==> src/rtl/bpu_pht.sv <==
// Branch pattern history table: 2-bit saturating counters, registered lookup.
// Define BPU_GSHARE_EN to hash the index with a non-speculative global history.
module bpu_pht #(
  parameter int INDEX_W = 6,
  parameter int HIST_W  = 6
) (
  input  logic               in_Clk,
  input  logic               in_Rst,
  input  logic               in_pred_En,
  input  logic [63:0]        in_pred_PC,
  output logic               out_pred_Valid,
  output logic               out_pred_Taken,
  output logic [INDEX_W-1:0] out_pred_Index,
  input  logic               in_upd_En,
  input  logic [INDEX_W-1:0] in_upd_Index,
  input  logic               in_upd_Taken,
  output logic [HIST_W-1:0]  out_GHR
);

  localparam int N = 1 << INDEX_W;

  logic [1:0]         cnt_q [N];
  logic [INDEX_W-1:0] pred_idx;
  logic [1:0]         upd_cur;
  logic [1:0]         upd_nxt;
  logic               unused_pc;

  assign unused_pc = ^{in_pred_PC[63:INDEX_W+2], in_pred_PC[1:0]};

`ifdef BPU_GSHARE_EN
  logic [HIST_W-1:0] ghr_q;

  assign pred_idx = in_pred_PC[INDEX_W+1:2] ^ INDEX_W'(ghr_q);
  assign out_GHR  = ghr_q;

  // History shifts in resolved outcomes only, newest at bit 0.
  always_ff @(posedge in_Clk) begin
    if (in_Rst) begin
      ghr_q <= '0;
    end else if (in_upd_En) begin
      ghr_q <= HIST_W'({ghr_q, in_upd_Taken});
    end
  end
`else
  assign pred_idx = in_pred_PC[INDEX_W+1:2];
  assign out_GHR  = '0;
`endif

  // Saturating step of the counter being trained.
  always_comb begin
    upd_cur = cnt_q[in_upd_Index];
    upd_nxt = upd_cur;
    if (in_upd_Taken) begin
      if (upd_cur != 2'b11) upd_nxt = upd_cur + 2'b01;
    end else begin
      if (upd_cur != 2'b00) upd_nxt = upd_cur - 2'b01;
    end
  end

  // Counter table: reset to weakly not-taken, train one entry per update.
  always_ff @(posedge in_Clk) begin
    if (in_Rst) begin
      for (int i = 0; i < N; i++) cnt_q[i] <= 2'b01;
    end else if (in_upd_En) begin
      cnt_q[in_upd_Index] <= upd_nxt;
    end
  end

  // Registered lookup reads the pre-update table and history.
  always_ff @(posedge in_Clk) begin
    if (in_Rst) begin
      out_pred_Valid <= 1'b0;
      out_pred_Taken <= 1'b0;
      out_pred_Index <= '0;
    end else if (in_pred_En) begin
      out_pred_Valid <= 1'b1;
      out_pred_Taken <= cnt_q[pred_idx][1];
      out_pred_Index <= pred_idx;
    end else begin
      out_pred_Valid <= 1'b0;
    end
  end

endmodule

==> config.mk <==
export PLATFORM = sky130hd
export DESIGN_NAME = bpu_pht
export DESIGN_NICKNAME = d
export VERILOG_FILES = /design/src/rtl/bpu_pht.sv
export SDC_FILE = /design/constraint.sdc
export NUM_CORES = 1
export LEC_CHECK = 0
export ABC_AREA = 1
export CORE_UTILIZATION = 51
export DETAILED_ROUTE_END_ITERATION = 8
export MAX_ROUTING_LAYER = met4
export PLACE_DENSITY = 0.73
export SETUP_SLACK_MARGIN = 0.5
export SYNTH_ARGS = -nofsm -noshare
export SYNTH_HDL_FRONTEND = slang
export SYNTH_SLANG_ARGS = --single-unit
==> constraint.sdc <==
create_clock -name in_Clk -period 6.2 [get_ports in_Clk]
set_input_delay 1.86 -clock in_Clk [delete_from_list [all_inputs] [get_ports in_Clk]]
set_output_delay 1.86 -clock in_Clk [all_outputs]
set_load 0.005 [all_outputs]
==> results_dict.tcl <==
set metrics [dict create \
    status "complete, no violations" \
    dpl_cell_area_um2 8180 \
    initial_core_util 0.523 \
    setup_tns_ns 0 \
    drtAntennaViolNets 0 \
    avgSynthCellArea_um2 7.32 \
    die_w_um 127 \
    ios 89 \
    grt-ovfl-total 0 \
    synth_cells 1085 \
    worstMarginPinSlew_ns 0.888 \
    clk_pin_slew_ns 0.06 \
    grt_pass1_vias 6505 \
    dr.pass1.iters 6 \
    power.internal_mw 1.68 \
    cts_num_sinks 136 \
    synth-seq-cells 136 \
    port_buffers 24 \
    routed_wire_length_per_instance_um 16.7 \
    grt_pass1_wl_um 33200 \
    ys_warn_count 0 \
    finalWirelength_um 21400 \
    stdcell_area_um2 8730 \
    crit_path_start_kind "input port" \
    cap_violations 0 \
    fin_crit_sh 0.804 \
    synth_area_um2 7950 \
    syn_to_final_growth_pct 9.79 \
    post-cts-setup-buffers 0 \
    slew_headroom 0.406 \
    p_per_area_nw_per_um2 260 \
    htree_num_levels 4 \
    place_congestion 0.877 \
    clk_path_buf_depth 2 \
    cts_tree "yes" \
    crit_type "in -> reg" \
    clock_latency_ns 0.43 \
    cts_hold_buf 0 \
    place_hpwl_um 12900 \
    fin_nets 1153 \
    end_kind "register" \
    cp.required_ns 6.34 \
    drc 0 \
    final_core_util 0.574 \
    num_rows 45 \
    fin_skew_ns 0.00869 \
    coreArea_um2 15200 \
    die_area_um2 16100 \
    hold_class "reg -> reg" \
    synth-edff-count 128 \
    vias 7063 \
    n_antenna_cell 0 \
    p_leak_nw 3.55 \
    critPathArrivalTime_ns 5.13 \
    synth-seq-area-share 0.504 \
    cts_resized 0 \
    antenna_found_initial 0 \
    synth_flop_cell "edfxtp_1" \
    ir_drop_mv 0.205 \
    rrSetupSlack_ns 3.77 \
    hold_viol_final 0 \
    pwr-share-seq 0.457 \
    synthDistinctLibCells 27 \
    async_flop_share 0 \
    rsz0062_at_grt "false" \
    period_minus_slack_ns 4.99 \
    clkPwrFrac 0.412 \
    switching_share 0.261 \
    worstPathMaxFanout 64 \
    combPwrFrac 0.131 \
    drt_iter0_markers 1028 \
    grt_usage 0.286 \
    grt_max_degree 75 \
    fmax_ghz 0.201 \
    fp.dieH_um 127 \
    drive_gt1_frac 0.0440 \
    viasPerCell 5.52 \
    cts-buffers-inserted 17 \
    root_buffer "clkbuf_16" \
    setup_violations 0 \
    switching_power_uw 593 \
    finalMaxSlewViolations 0 \
]
[sequential cells by signal (all words and copies together), names as in the netlist]
register	flops
cnt_q	128
out_pred_Index	6
out_pred_Taken	1
out_pred_Valid	1
[final cells by class]
type,count,area [um^2]
fillers,1398,6480
flip-flops and latches,136,4000
multi-input cells,773,3170
clock buffers,28,527
repair buffers,35,343
well taps,188,235
inverters,115,432
clock inverters,4,20.0
[per-layer routing]
layer	vias up	GRT usage	part of all wire
met5	-	-	0
met4	0	0.149	0.042
met3	72	0.0683	0.099
met2	369	0.462	0.48
met1	3223	0.331	0.38
li1	3399	-	-
[logic make-up after synthesis]
group / count (synthesis) / synth area share
compound gates: 27 / 0.0183
other cells: 1 / 0.000472
simple gates: 740 / 0.377
buf+inv: 181 / 0.101
flops: 136 / 0.504
[cell usage in the layout (no fill, tap or decap), types with 3 or more instances in the layout]
cell type        Yosys  final
inv_2                3      3
clkbuf_8             0      6
nand3_1            133    133
inv_1              111    111
or2_1                5      5
o21ai_1              6      6
dfxtp_1              8      8
a21oi_1              8      8
clkbuf_1            24      5
edfxtp_1           128    128
o211ai_1             4      4
conb_1               1      6
o21ai_0              9      9
clkbuf_16            0     17
buf_4               25      9
nand2_1            434    433
nor3_1               6      6
clkdlybuf4s50_1      0     23
clkinv_2             0      4
nor2_1             154    154
[metrics by stage]
| stage | total power, mW | hold WS [ns] | setup WS [ns] | instances |
|---|---|---|---|---|
| global placement | 1.35 | 0.483 | 0.852 | 1247 |
| detailed placement | 1.35 | 0.487 | 0.845 | 1247 |
| finish | 2.27 | 0.497 | 1.21 | 1279 |
| global route | 2.34 | 0.564 | 1.01 | 1279 |
| floorplan | 1.26 | 0.487 | 2.73 | 1090 |
| CTS | 2.26 | 0.502 | 1.27 | 1279 |
[worst paths after layout]
check	cells after the start	startpoint	end
setup / recovery	12	in_upd_Index[1]	cnt_q[49][0]
hold / removal	2	out_pred_Index[5]	out_pred_Index[5]
setup reg to reg	11	cnt_q[33][1]	cnt_q[49][0]
hold reg to reg	2	out_pred_Index[5]	out_pred_Index[5]
[cell usage after synthesis (5+ instances only)]
library cell | instances | area, um^2
dfxtp_1 | 8 | 160
buf_2 | 14 | 70.1
nor3_1 | 6 | 30.0
buf_4 | 25 | 188
o21ai_0 | 9 | 45.0
o21ai_1 | 6 | 30.0
or2_1 | 5 | 31.3
inv_1 | 111 | 417
nor2_1 | 154 | 578
clkbuf_1 | 24 | 90.1
a21oi_1 | 8 | 40.0
nand2_1 | 434 | 1630
edfxtp_1 | 128 | 3840
nand3_1 | 133 | 666
[critical path: stages]
cell	delay [ns]
clkdlybuf4s50_1	0.72
inv_2	0.60
nor2_1	0.28
nand3_1	0.17
nand2_1	0.06
o21ai_1	0.21
nand2_1	0.08
nor2_1	0.16
nand2_1	0.09
nand2_2	0.06
buf_4	0.63
nand3_1	0.18
[power groups by stage]
stage                     clock network (mW)  logic (mW)  registers (mW)
after CTS                              0.932       0.295            1.04
after global placement                     0       0.291            1.06
final                                  0.936       0.299            1.04
after floorplan                            0       0.208            1.05
after global routing                   0.970       0.325            1.04
after detailed placement                   0       0.293            1.06
No activity file was read; power rests on OpenSTA's default activity.
